==> config.mk <==
export PLATFORM = sky130hd
export DESIGN_NAME = lorenz_frame_sequencer
export DESIGN_NICKNAME = d
export VERILOG_FILES = /design/src/rtl/lorenz_pkg.sv /design/src/rtl/lorenz_out_reg.sv /design/src/rtl/lorenz_frame_sequencer.sv
export SDC_FILE = /design/constraint.sdc
export NUM_CORES = 1
export LEC_CHECK = 0
export BUFFER_PORTS_ARGS = -buffer_cell sky130_fd_sc_hd__buf_4
export CELL_PAD_IN_SITES_DETAIL_PLACEMENT = 0
export CELL_PAD_IN_SITES_GLOBAL_PLACEMENT = 1
export CORE_ASPECT_RATIO = 1.5
export CORE_MARGIN = 2
export CORE_UTILIZATION = 39
export DETAILED_ROUTE_END_ITERATION = 10
export PLACE_DENSITY = 0.76
export SKIP_CTS_REPAIR_TIMING = 1
export SLEW_MARGIN = 40
export SYNTH_ARGS = -nofsm -noshare
export SYNTH_HDL_FRONTEND = slang
export SYNTH_SLANG_ARGS = --single-unit
==> constraint.sdc <==
create_clock -name clk -period 2.59 [get_ports clk]
set_input_delay 0.1295 -clock clk [delete_from_list [all_inputs] [get_ports clk]]
set_output_delay 0.1295 -clock clk [all_outputs]
set_load 0.01 [all_outputs]
==> src/rtl/lorenz_pkg.sv <==
// lorenz_pkg: shared frame geometry and sequencer state encoding.
package lorenz_pkg;
  localparam int BMP_HDR_BYTES = 54;
  localparam int FRAME_PIXEL_BYTES = 786432;
  typedef logic [2:0] state_t;
  localparam state_t ST_IDLE   = 3'd0;
  localparam state_t ST_HEADER = 3'd1;
  localparam state_t ST_PIXELS = 3'd2;
  localparam state_t ST_FLUSH  = 3'd3;
  localparam state_t ST_DONE   = 3'd4;
endpackage

==> src/rtl/lorenz_out_reg.sv <==
// lorenz_out_reg: one-entry valid/ready output register carrying tlast.
module lorenz_out_reg (
  input  logic       clk,
  input  logic       rst,
  input  logic       load_i,
  input  logic [7:0] data_i,
  input  logic       last_i,
  input  logic       tready_i,
  output logic [7:0] tdata_o,
  output logic       tvalid_o,
  output logic       tlast_o,
  output logic       free_o
);
  logic [7:0] data_q;
  logic       valid_q;
  logic       last_q;
  assign free_o   = !valid_q | tready_i;
  assign tdata_o  = data_q;
  assign tvalid_o = valid_q;
  assign tlast_o  = last_q;
  always_ff @(posedge clk or negedge rst)
    if (!rst) begin
      data_q  <= '0;
      valid_q <= 1'b0;
      last_q  <= 1'b0;
    end else if (load_i) begin
      data_q  <= data_i;
      valid_q <= 1'b1;
      last_q  <= last_i;
    end else if (tready_i) begin
      valid_q <= 1'b0;
      last_q  <= 1'b0;
    end
endmodule

==> src/rtl/lorenz_frame_sequencer.sv <==
// lorenz_frame_sequencer: bypasses the BMP header, then joins pixel and key bytes into the encryptor core.
module lorenz_frame_sequencer
  import lorenz_pkg::*;
#(
  parameter int HDR_BYTES       = BMP_HDR_BYTES,
  parameter int PIXEL_BYTES     = FRAME_PIXEL_BYTES,
  parameter int MAX_OUTSTANDING = 4,
  parameter int CNT_W           = 20
) (
  input  logic       clk,
  input  logic       rst,
  input  logic       start,
  input  logic [7:0] s_axis_byte_tdata,
  input  logic       s_axis_byte_tvalid,
  output logic       s_axis_byte_tready,
  input  logic [7:0] s_axis_key_tdata,
  input  logic       s_axis_key_tvalid,
  output logic       s_axis_key_tready,
  output logic [7:0] core_req_pixel,
  output logic [7:0] core_req_key,
  output logic       core_req_valid,
  input  logic       core_req_ready,
  input  logic [7:0] core_rsp_tdata,
  input  logic       core_rsp_tvalid,
  output logic       core_rsp_tready,
  output logic [7:0] m_axis_tdata,
  output logic       m_axis_tvalid,
  input  logic       m_axis_tready,
  output logic       m_axis_tlast,
  output logic       busy,
  output logic       done
);
  localparam int OW = $clog2(MAX_OUTSTANDING + 1);
  localparam logic [CNT_W-1:0] HDR_LAST = CNT_W'(HDR_BYTES - 1);
  localparam logic [CNT_W-1:0] PIX_LAST = CNT_W'(PIXEL_BYTES - 1);
  localparam logic [OW-1:0] OUT_MAX = OW'(MAX_OUTSTANDING);
  state_t state_q, state_d;
  logic [CNT_W-1:0] hdr_cnt_q, hdr_cnt_d, pix_cnt_q, pix_cnt_d, rsp_cnt_q, rsp_cnt_d;
  logic [OW-1:0] out_cnt_q, out_cnt_d;
  logic out_free, in_hdr, in_pix, draining, hdr_acc, issue, rsp_acc, last_hs;
  assign in_hdr   = state_q == ST_HEADER;
  assign in_pix   = state_q == ST_PIXELS;
  assign draining = in_pix | (state_q == ST_FLUSH);
  // Pixel and key are consumed together or not at all.
  assign core_req_valid     = in_pix & s_axis_byte_tvalid & s_axis_key_tvalid & (out_cnt_q < OUT_MAX);
  assign issue              = core_req_valid & core_req_ready;
  assign core_req_pixel     = s_axis_byte_tdata;
  assign core_req_key       = s_axis_key_tdata;
  assign s_axis_byte_tready = in_hdr ? out_free : issue;
  assign s_axis_key_tready  = issue;
  assign core_rsp_tready    = draining & out_free;
  assign hdr_acc            = in_hdr & s_axis_byte_tvalid & out_free;
  assign rsp_acc            = core_rsp_tready & core_rsp_tvalid;
  assign last_hs            = m_axis_tvalid & m_axis_tready & m_axis_tlast;
  assign busy               = state_q != ST_IDLE;
  assign done               = state_q == ST_DONE;
  always_comb begin
    state_d   = state_q;
    hdr_cnt_d = hdr_cnt_q + CNT_W'(hdr_acc);
    pix_cnt_d = pix_cnt_q + CNT_W'(issue);
    rsp_cnt_d = rsp_cnt_q + CNT_W'(rsp_acc);
    out_cnt_d = out_cnt_q + OW'(issue) - OW'(rsp_acc);
    case (state_q)
      ST_IDLE:
        if (start) begin
          state_d   = ST_HEADER;
          hdr_cnt_d = '0;
          pix_cnt_d = '0;
          rsp_cnt_d = '0;
          out_cnt_d = '0;
        end
      ST_HEADER: if (hdr_acc && hdr_cnt_q == HDR_LAST) state_d = ST_PIXELS;
      ST_PIXELS: if (issue && pix_cnt_q == PIX_LAST) state_d = ST_FLUSH;
      ST_FLUSH:  if (out_cnt_q == '0 && last_hs) state_d = ST_DONE;
      default:   state_d = ST_IDLE;
    endcase
  end
  always_ff @(posedge clk or negedge rst)
    if (!rst) begin
      state_q   <= ST_IDLE;
      hdr_cnt_q <= '0;
      pix_cnt_q <= '0;
      rsp_cnt_q <= '0;
      out_cnt_q <= '0;
    end else begin
      state_q   <= state_d;
      hdr_cnt_q <= hdr_cnt_d;
      pix_cnt_q <= pix_cnt_d;
      rsp_cnt_q <= rsp_cnt_d;
      out_cnt_q <= out_cnt_d;
    end
  lorenz_out_reg u_out (
    .clk      (clk),
    .rst      (rst),
    .load_i   (hdr_acc | rsp_acc),
    .data_i   (in_hdr ? s_axis_byte_tdata : core_rsp_tdata),
    .last_i   (rsp_acc && rsp_cnt_q == PIX_LAST),
    .tready_i (m_axis_tready),
    .tdata_o  (m_axis_tdata),
    .tvalid_o (m_axis_tvalid),
    .tlast_o  (m_axis_tlast),
    .free_o   (out_free)
  );
endmodule

# [After elaboration in Yosys (flattened, before gate mapping)]
# Cells that the tools add are included.
[op_classes] add_sub_neg=5 n_reduce_logical=10 bitwise_logic=13 n_lt_le_gt_ge=1 n_mux=18 eq_ne=11
[ops] cell="$mux 20" n=6
[ops] cell="$add 20x1->20" n=3
[ops] cell="$eq 20x20->1 const B" n=2
[ops] cell="$eq 20x6->1 const B" n=1
[ops] cell="$mux 3" n=6
[ops] cell="$pmux 3 s4" n=1
[ops] cell="$and 1x1->1" n=10
[ops] cell="$mux 8" n=1
[ops] cell="$eq 3x2->1 const B" n=2
[ops] cell="$logic_not 3->1" n=2
[ops] cell="$ne 2x1->1 const B" n=3
[ops] cell="$logic_and 1x1->1" n=4
[ops] cell="$mux 1" n=4
[ops] cell="$reduce_and 4->1" n=1
[ops] cell="$add 3x1->3" n=1
[ops] cell="$eq 3x1->1 const B" n=1
[ops] cell="$eq 3x3->1 const B" n=1
[ops] cell="$lt 3x3->1 const B" n=1
[ops] cell="$or 1x1->1" n=3
[ops] cell="$reduce_bool 3->1" n=1
[ops] cell="$sub 3x1->3" n=1
[ops] cell="$ne 2x2->1 const B" n=1
[ops] cell="$reduce_bool 2->1" n=1
[ops] cell="$logic_not 1->1" n=1
[totals] in_bits=32 word_cells=66 ff_bits=76 output_inout_bits=32

# [Depth between registers and ports, before layout]
# Gate-level depths: netlist (run 1).
[depth] ltp_word=9 depth_mapped=12

# [Hierarchy]
# From an unflattened synthesis (run 1), not the netlist that was laid out.
[hier_totals] cells_unflattened=413 hier_area_um2=4098.9
[by_module_without_submodules] mod="lorenz_frame_sequencer" seq_area_each_um2=1651.6 cells_each=390 area_per_inst_um2=3696.0 n_inst=1
[by_module_without_submodules] mod="lorenz_out_reg" seq_area_each_um2=250.2 cells_each=23 area_per_inst_um2=402.9 n_inst=1

# [Worst setup path after synthesis (run 1)]
# Ideal clock, no wire load.
[synth_timing] path_kind="register -> register" start="reg state_q[0]" end="reg pix_cnt_q[19]" synth_period_minus_slack_ps=2530 path_slack_ps=60 setup_ps=78 stages_incl_launch_ff=11 arrival_ps=2452 cell_sequence="dfrtp_1 clkbuf_1 nor4bb_1 nand3_1 inv_1 ha_1 nand2_1 or4_1 buf_2 or4_1 a21oi_1"
[synth_between] elab_chain_len=8
[synth_lines] item="start: declaration" line_no="lorenz_frame_sequencer.sv:37" rtl="state_t state_q, state_d;"
[synth_lines] item="start signal: assignment" line_no="lorenz_frame_sequencer.sv:86" rtl="state_q <= state_d;"
[synth_lines] item="$eq 3x2->1 *" line_no="lorenz_frame_sequencer.sv:42" rtl="assign in_pix = state_q == ST_PIXELS;"
[synth_lines] item="$and 1x1->1 * (3 in a row)" line_no="lorenz_frame_sequencer.sv:45" rtl="assign core_req_valid = in_pix & s_axis_byte_tvalid & s_axis_key_tvalid & (out_cnt_q < OUT_MAX);"
[synth_lines] item="$and 1x1->1 *" line_no="lorenz_frame_sequencer.sv:46" rtl="assign issue = core_req_valid & core_req_ready;"
[synth_lines] item="named net s_axis_key_tready" line_no="lorenz_frame_sequencer.sv:18" rtl="output logic s_axis_key_tready,"
[synth_lines] item="$add 20x1->20 *" line_no="lorenz_frame_sequencer.sv:60" rtl="pix_cnt_d = pix_cnt_q + CNT_W'(issue);"
[synth_lines] item="$mux 20" line_no="lorenz_frame_sequencer.sv:65" rtl="if (start) begin"
[synth_lines] item="$mux 20 *" line_no="lorenz_frame_sequencer.sv:63" rtl="case (state_q)"
[synth_lines] item="named net pix_cnt_d[19]" line_no="lorenz_frame_sequencer.sv:38" rtl="logic [CNT_W-1:0] hdr_cnt_q, hdr_cnt_d, pix_cnt_q, pix_cnt_d, rsp_cnt_q, rsp_cnt_d;"
[synth_lines] item="end signal: assignment" line_no="lorenz_frame_sequencer.sv:88" rtl="pix_cnt_q <= pix_cnt_d;"
[synth_lines] item="end: declaration" line_no="lorenz_frame_sequencer.sv:38"
# Mark *: on every way through the listed nets, which the timed path passes. The rest lies on a longest branch.
# A chain may end at the register's enable or synchronous reset.

# [Worst setup path in the final report (run 1)]
[layout_timing] start="reg state_q[0]" end="reg hdr_cnt_q[19]"
[layout_between] elab_chain_len=6
[layout_lines] item="$eq 3x1->1" line_no="lorenz_frame_sequencer.sv:41" rtl="assign in_hdr = state_q == ST_HEADER;"
[layout_lines] item="$and 1x1->1 (2 in a row)" line_no="lorenz_frame_sequencer.sv:52" rtl="assign hdr_acc = in_hdr & s_axis_byte_tvalid & out_free;"
[layout_lines] item="$add 20x1->20" line_no="lorenz_frame_sequencer.sv:59" rtl="hdr_cnt_d = hdr_cnt_q + CNT_W'(hdr_acc);"
[layout_lines] item="$mux 20" line_no="lorenz_frame_sequencer.sv:65"
[layout_lines] item="$mux 20 *" line_no="lorenz_frame_sequencer.sv:63"
[layout_lines] item="named net hdr_cnt_d[19]" line_no="lorenz_frame_sequencer.sv:38"
[layout_lines] item="end signal: assignment" line_no="lorenz_frame_sequencer.sv:87" rtl="hdr_cnt_q <= hdr_cnt_d;"
[layout_lines] item="end: declaration" line_no="lorenz_frame_sequencer.sv:38"
# Marks and branches as above.

==> summary.md, run 1 <==
| Metric | Value |
|---|---|
| Fin Setup TNS | `0 ns` |
| Core footprint | `10100 sq um` |
| Maximum VDD drop | `346 uV` |
| Worst Path Required | `2.85 ns` |
| Final min period | `2.40 ns` |
| Global-route wire length before repair | `14.1 mm` |
| CP bufs+invs | `1` |
| Vias per Instance | `5.35` |
| First-pass iteration count of the detailed router | `4` |
| Die height | `128 um` |
| Clock sink count | `76` |
| CP cell instances | `nor3b_1 -> nand3_1 -> inv_1 -> ha_1 -> nand4_1 -> or3_1 -> or4_1 -> a21oi_1` |
| Endpoint type of the worst setup path | `flip-flop` |
| YS warnings | `0` |
| Fmax | `0.417 GHz` |
| Layout Nets | `498` |
| Yosys top cell by area | `dfrtp_1` |
| Outcome | `completed` |
| Most common library cells after synthesis | `dfrtp_1 (76), nor2_1 (44), xnor2_1 (25)` |
| Port bufs | `47` |
| Pre-CTS WS | `0.104 ns` |
| Power density cells | `687 nW/um^2` |
| Synthesized netlist cell count | `406` |
| Count leader, synth | `dfrtp_1` |
| Largest net degree at the start of global routing | `77` |
| Cell family with most CP delay | `simple AND/OR/NAND/NOR gates` |
| Site Rows | `45` |
| Layout area overhead | `21.6%` |
| Clock Skew | `0.00606 ns` |
| Final Cycle Share | `92.6%` |
| GP Congestion | `0.794` |
| Syn Nets | `447` |
| Die ar. | `11100 sq um` |
| Synth Cell Area | `4000 sq um` |
| RR Startpoint | `state_q[0]` |
| Top-area cell type share of the netlist area | `47.5%` |
| # IOs | `64` |
| Hold depth | `2` |
| CP max stage cell | `or4_1` |
| DRC violations left | `0` |
| Worst-path maximum fanout | `6` |
| Deepest clock path buffer count | `2` |
| Rel. slew slack | `53.4%` |
| Setup CP Type | `flip-flop to flip-flop` |
| Post-synthesis register bit count | `76` |
| Synth cell types | `43` |
| Final worst setup slack | `0.191 ns` |
| Root Buffer | `clkbuf_16` |
| Total routed wirelength | `8.59 mm` |
| Pins Over Slew Limit | `0` |
| Max-cap violations | `0` |
| DRT iter0 DRCs | `147` |
| Largest cells by area after synthesis | `dfrtp_1 (48%), xnor2_1 (5.5%), mux2_2 (4.5%), nor2_1 (4.1%), buf_4 (3.0%)` |
| Htree depth | `3` |
| Number of CTS-inserted buffers | `9` |
| WP data arrival | `2.66 ns` |
| GRT Resource Usage Total | `16.2%` |
| WL/cell | `14.9 um` |
| Antenna diodes | `0` |
| Post-synthesis sequential area ratio | `47.5%` |
| Worst-path clk slew | `0.06 ns` |
| Syn_area_per_cell | `9.85 sq um` |
| Vias | `3092` |
| GRT overflow | `0` |
| CTS tree | `built` |
| RSZ-0062 raised after global routing | `false` |
| Max incr delay on CP | `0.49 ns` |
| Final count of hold timing violations | `0` |
| Final setup vio count | `0` |
| Worst setup SP type | `flip-flop` |
| Vias in the first global route | `3031` |
| Worst Tran Pin Value | `0.698 ns` |
| Min-delay src | `m_axis_tready` |
| Number of flops mapped to enable cells by yosys | `0` |
| DP Wirelength | `6.17 mm` |
| Min-delay worst type | `primary input to flip-flop` |
| Asr flop ratio synth | `100%` |
| Initial antenna violation count | `0` |
| Static Leak | `2.15 nW` |
| Starting Density | `39.7%` |
| Worst-Skew Late Latency | `0.33 ns` |
| Final ANT Viol Nets | `0` |
| Cells on worst reg2reg path | `8` |
| Die width | `86.7 um` |
| Ys flop type | `dfrtp_1` |
| Share of layout cells above drive strength 1 | `24.5%` |
| Stages on the worst setup path | `8` |
| CP startpoint | `state_q[0]` |
==> metal layers <==
metal / global-route usage [%] / wire (um) / vias up
met5: 0 / 0 / -
met4: 8.82 / 197 / 0
met3: 1.80 / 128 / 14
met2: 29.3 / 4810 / 25
met1: 18.2 / 3450 / 1531
li1: - / - / 1522
==> kinds of logic after synthesis <==
| logic type | count (synthesis) | share of synthesized area, % |
|---|---|---|
| adders and majority gates | 9 | 3.00 |
| and+or+nand+nor | 176 | 24.1 |
| buffers and inverters | 46 | 5.85 |
| muxes | 16 | 4.50 |
| AOI/OAI and AO/OA | 47 | 7.16 |
| xor gates and xnor gates | 36 | 7.88 |
| DFF | 76 | 47.5 |
==> report_power, final <==
part / total (mW) / switching [mW] / internal [mW]
Sequential: 1.35 / 0.0647 / 1.29
Clock: 1.27 / 0.450 / 0.820
Combinational: 0.720 / 0.348 / 0.372
Total: 3.34 / 0.863 / 2.48
==> sequential cells by signal, summed over array words and instances, names as in the netlist <==
name	count
rsp_cnt_q	20
u_out.tvalid_o	1
u_out.tdata_o	8
hdr_cnt_q	20
state_q	3
out_cnt_q	3
pix_cnt_q	20
u_out.tlast_o	1
==> path summary, 6_finish.rpt <==
kind,endpoint,slack [ns]
max,hdr_cnt_q[19],0.19
min,u_out.tlast_o,0.02
max reg2reg,hdr_cnt_q[19],0.19
min reg2reg,u_out.tdata_o[6],0.50
max in group asynchronous,hdr_cnt_q[11],1.72
min in group asynchronous,hdr_cnt_q[12],0.37
==> layout make-up <==
class                   instances  area [sq um]
clock buffers                  14           274
clock inverters                 1          30.0
fillers                       944          5210
inverters                      18          67.6
multi-input cells             284          1900
flip-flops and latches         76          1900
well taps                     117           146
repair buffers                 68           542
==> per-stage QoR <==
stage	std cells	hold slack [ns]	power, mW	area, sq um	util (%)
detailed placement	561	0.213	2.11	4510	44.8
floorplan	406	-0.166	1.79	4000	-
CTS	576	-0.141	3.40	4810	47.8
global route	578	0.0212	3.50	4870	48.3
finish	578	0.0194	3.34	4870	48.3
global placement	561	0.259	2.10	4510	44.7
==> cell usage in the layout (no fill, tap or decap), drive strengths merged, types with 3 or more instances in the layout <==
cell type / count
o21ai: 12
nor4: 11
nor4b: 5
xor2: 11
nand4: 13
inv: 18
a21oi: 18
mux2: 16
buf: 67
ha: 8
nor3b: 3
or3: 15
nor2: 44
o31ai: 5
dfrtp: 76
xnor2: 25
and3: 5
and4: 3
or4: 6
clkbuf: 14
nand3: 24
a31oi: 3
and2: 9
nand2: 21
nor3: 8
(Power assumes the default switching activity.)
==> inputs of run 2 (changes only) <==
--- a/config.mk
+++ b/config.mk
@@ -6,13 +6,14 @@
 export NUM_CORES = 1
 export LEC_CHECK = 0
 export BUFFER_PORTS_ARGS = -buffer_cell sky130_fd_sc_hd__buf_4
+export CAP_MARGIN = 20
 export CELL_PAD_IN_SITES_DETAIL_PLACEMENT = 0
 export CELL_PAD_IN_SITES_GLOBAL_PLACEMENT = 1
 export CORE_ASPECT_RATIO = 1.5
 export CORE_MARGIN = 2
 export CORE_UTILIZATION = 39
 export DETAILED_ROUTE_END_ITERATION = 10
-export PLACE_DENSITY = 0.76
+export PLACE_DENSITY_LB_ADDON = 0.1
 export SKIP_CTS_REPAIR_TIMING = 1
 export SLEW_MARGIN = 40
 export SYNTH_ARGS = -nofsm -noshare
==> summary.md, run 2 (synthesized netlist as in run 1, its figures left out) <==
| Metric | Value |
|---|---|
| Port bufs | `47 (unchanged)` |
| Met3 routed WL | `279 um (was 128 um)` |
| Initial antenna violation count | `0 (unchanged)` |
| Max incr delay on CP | `0.51 ns (was 0.49 ns)` |
| WHS Endpoint | `u_out.tlast_o (unchanged)` |
| Max-cap violations | `0 (unchanged)` |
| CP bufs+invs | `1 (unchanged)` |
| Crit Reg-Reg Endpoint | `rsp_cnt_q[19] (was hdr_cnt_q[19])` |
| Worst-path clk slew | `0.06 ns (about the same)` |
| Die ar. | `11100 sq um (unchanged)` |
| Endpoint type of the worst setup path | `flip-flop (unchanged)` |
| Layout Nets | `497 (was 498)` |
| Outcome | `completed (unchanged)` |
| Final count of hold timing violations | `0 (unchanged)` |
| Vias per Instance | `5.33 (was 5.35)` |
| Routed met2 length | `4.63 mm (was 4.81 mm)` |
| Min-delay worst type | `primary input to flip-flop (unchanged)` |
| WP data arrival | `2.66 ns (about the same)` |
| Min-delay src | `m_axis_tready (unchanged)` |
| Core footprint | `10100 sq um (unchanged)` |
| Site Rows | `45 (unchanged)` |
| Cell family with most CP delay | `simple AND/OR/NAND/NOR gates (unchanged)` |
| Setup CP Type | `flip-flop to flip-flop (unchanged)` |
| GP Congestion | `0.838 (was 0.794)` |
| Largest net degree at the start of global routing | `77 (unchanged)` |
| Final Cycle Share | `92.7% (was 92.6%)` |
| Hold depth | `2 (unchanged)` |
| Final min period | `2.40 ns (about the same)` |
| Global-route wire length before repair | `14.7 mm (was 14.1 mm)` |
| RR Startpoint | `state_q[2] (was state_q[0])` |
| DRT iter0 DRCs | `150 (was 147)` |
| Rel. slew slack | `52.9% (was 53.4%)` |
| Deepest clock path buffer count | `2 (unchanged)` |
| Die width | `86.7 um (unchanged)` |
| Worst-path maximum fanout | `5 (was 6)` |
| CTS tree | `built (unchanged)` |
| Pins Over Slew Limit | `0 (unchanged)` |
| Fin Setup TNS | `0 ns (unchanged)` |
| Cells on worst reg2reg path | `8 (unchanged)` |
| Final setup vio count | `0 (unchanged)` |
| DRC violations left | `0 (unchanged)` |
| Fmax | `0.416 GHz (was 0.417 GHz)` |
| Highest metal used | `met4 (unchanged)` |
| Commonest non-fill, non-tap cell in the layout | `dfrtp_1 (unchanged)` |
| CP cell instances | `nor2b_1 -> nand3_1 -> inv_1 -> ha_1 -> and4_1 -> or4b_4 -> or3_1 -> a21oi_1 (was nor3b_1 -> nand3_1 -> inv_1 -> ha_1 -> nand4_1 -> or3_1 -> or4_1 -> a21oi_1)` |
| # IOs | `64 (unchanged)` |
| Starting Density | `39.7% (unchanged)` |
| Power density cells | `692 nW/um^2 (was 687 nW/um^2)` |
| Final ANT Viol Nets | `0 (unchanged)` |
| Vias | `3083 (was 3092)` |
| Share of layout cells above drive strength 1 | `24.1% (was 24.5%)` |
| Number of CTS-inserted buffers | `9 (unchanged)` |
| Largest registers | `hdr_cnt_q x20, pix_cnt_q x20, rsp_cnt_q x20 (unchanged)` |
| WL/cell | `15.3 um (was 14.9 um)` |
| Worst Tran Pin Value | `0.707 ns (was 0.698 ns)` |
| Worst Path Required | `2.85 ns (about the same)` |
| GRT Resource Usage Total | `17.0% (was 16.2%)` |
| Clock sink count | `76 (unchanged)` |
| Maximum VDD drop | `477 uV (was 346 uV)` |
| First-pass iteration count of the detailed router | `4 (unchanged)` |
| Routed met1 length | `3.81 mm (was 3.45 mm)` |
| Die height | `128 um (unchanged)` |
| Total routed wirelength | `8.85 mm (was 8.59 mm)` |
| Fillers | `940 (was 944)` |
| Worst setup SP type | `flip-flop (unchanged)` |
| R2r setup slk | `0.19 ns (about the same)` |
| Worst-Skew Late Latency | `0.33 ns (about the same)` |
| Static Leak | `2.15 nW (about the same)` |
| Layout area overhead | `20.3% (was 21.6%)` |
| CP max stage cell | `or4b_4 (was or4_1)` |
| Root Buffer | `clkbuf_16 (unchanged)` |
| Placement-stage cell area | `4490 sq um (was 4510 sq um)` |
| Most frequent cells in the layout | `dfrtp_1 (76), buf_4 (65), nor2_1 (44), xnor2_1 (25), nand3_1 (22) (was dfrtp_1 (76), buf_4 (64), nor2_1 (44), xnor2_1 (25), nand3_1 (22))` |
| Final Cell Area | `4810 sq um (was 4870 sq um)` |
| Clock Skew | `0.00739 ns (was 0.00606 ns)` |
| Vias in the first global route | `3096 (was 3031)` |
| Antenna diodes | `0 (unchanged)` |
| GRT overflow | `0 (unchanged)` |
| Htree depth | `3 (unchanged)` |
| RSZ-0062 raised after global routing | `false (unchanged)` |
| DP Wirelength | `6.17 mm (about the same)` |
[run 2: how the worst max path moves through the flow]
stage,from,end,cells past startpoint
after floorplan,state_q[0],pix_cnt_q[19],10
after global placement,state_q[2],rsp_cnt_q[19],8
after detailed placement,state_q[1],hdr_cnt_q[19],8
after CTS,state_q[1],hdr_cnt_q[19],8
after global routing,state_q[1],rsp_cnt_q[17],8
final,state_q[2],rsp_cnt_q[19],8
[run 2: where the power goes]
group / internal, mW / total [mW] / switching, mW
Combinational: 0.352 / 0.707 / 0.355
Sequential: 1.29 / 1.35 / 0.0648
Clock: 0.791 / 1.27 / 0.476
[run 2: stage by stage]
| stage | hold slack (ns) | setup slack (ns) | instances | utilization [%] | total power, mW |
|---|---|---|---|---|---|
| global route | 0.0210 | 0.0138 | 578 | 47.8 | 3.50 |
| detailed placement | 0.223 | 0.159 | 561 | 44.5 | 2.09 |
| finish | 0.0151 | 0.188 | 578 | 47.8 | 3.33 |
| floorplan | -0.166 | 0.0603 | 406 | - | 1.79 |
| CTS | -0.135 | 0.132 | 577 | 47.5 | 3.37 |
| global placement | 0.259 | 0.190 | 561 | 44.5 | 2.08 |
[run 2: layout make-up]
class	instances	area [sq um]	share of cell area, %
multi-input cells	284	1890	39.2
inverters	18	67.6	1.40
repair buffers	67	509	10.6
clock buffers	11	253	5.25
flip-flops and latches	76	1900	39.5
clock inverters	5	50.0	1.04
well taps	117	146	3.04
[run 2: per-layer routing]
metal / up-vias / track usage (%)
met5: - / 0
met3: 9 / 3.41
met2: 42 / 29.5
met4: 0 / 6.53
li1: 1526 / -
met1: 1506 / 20.4
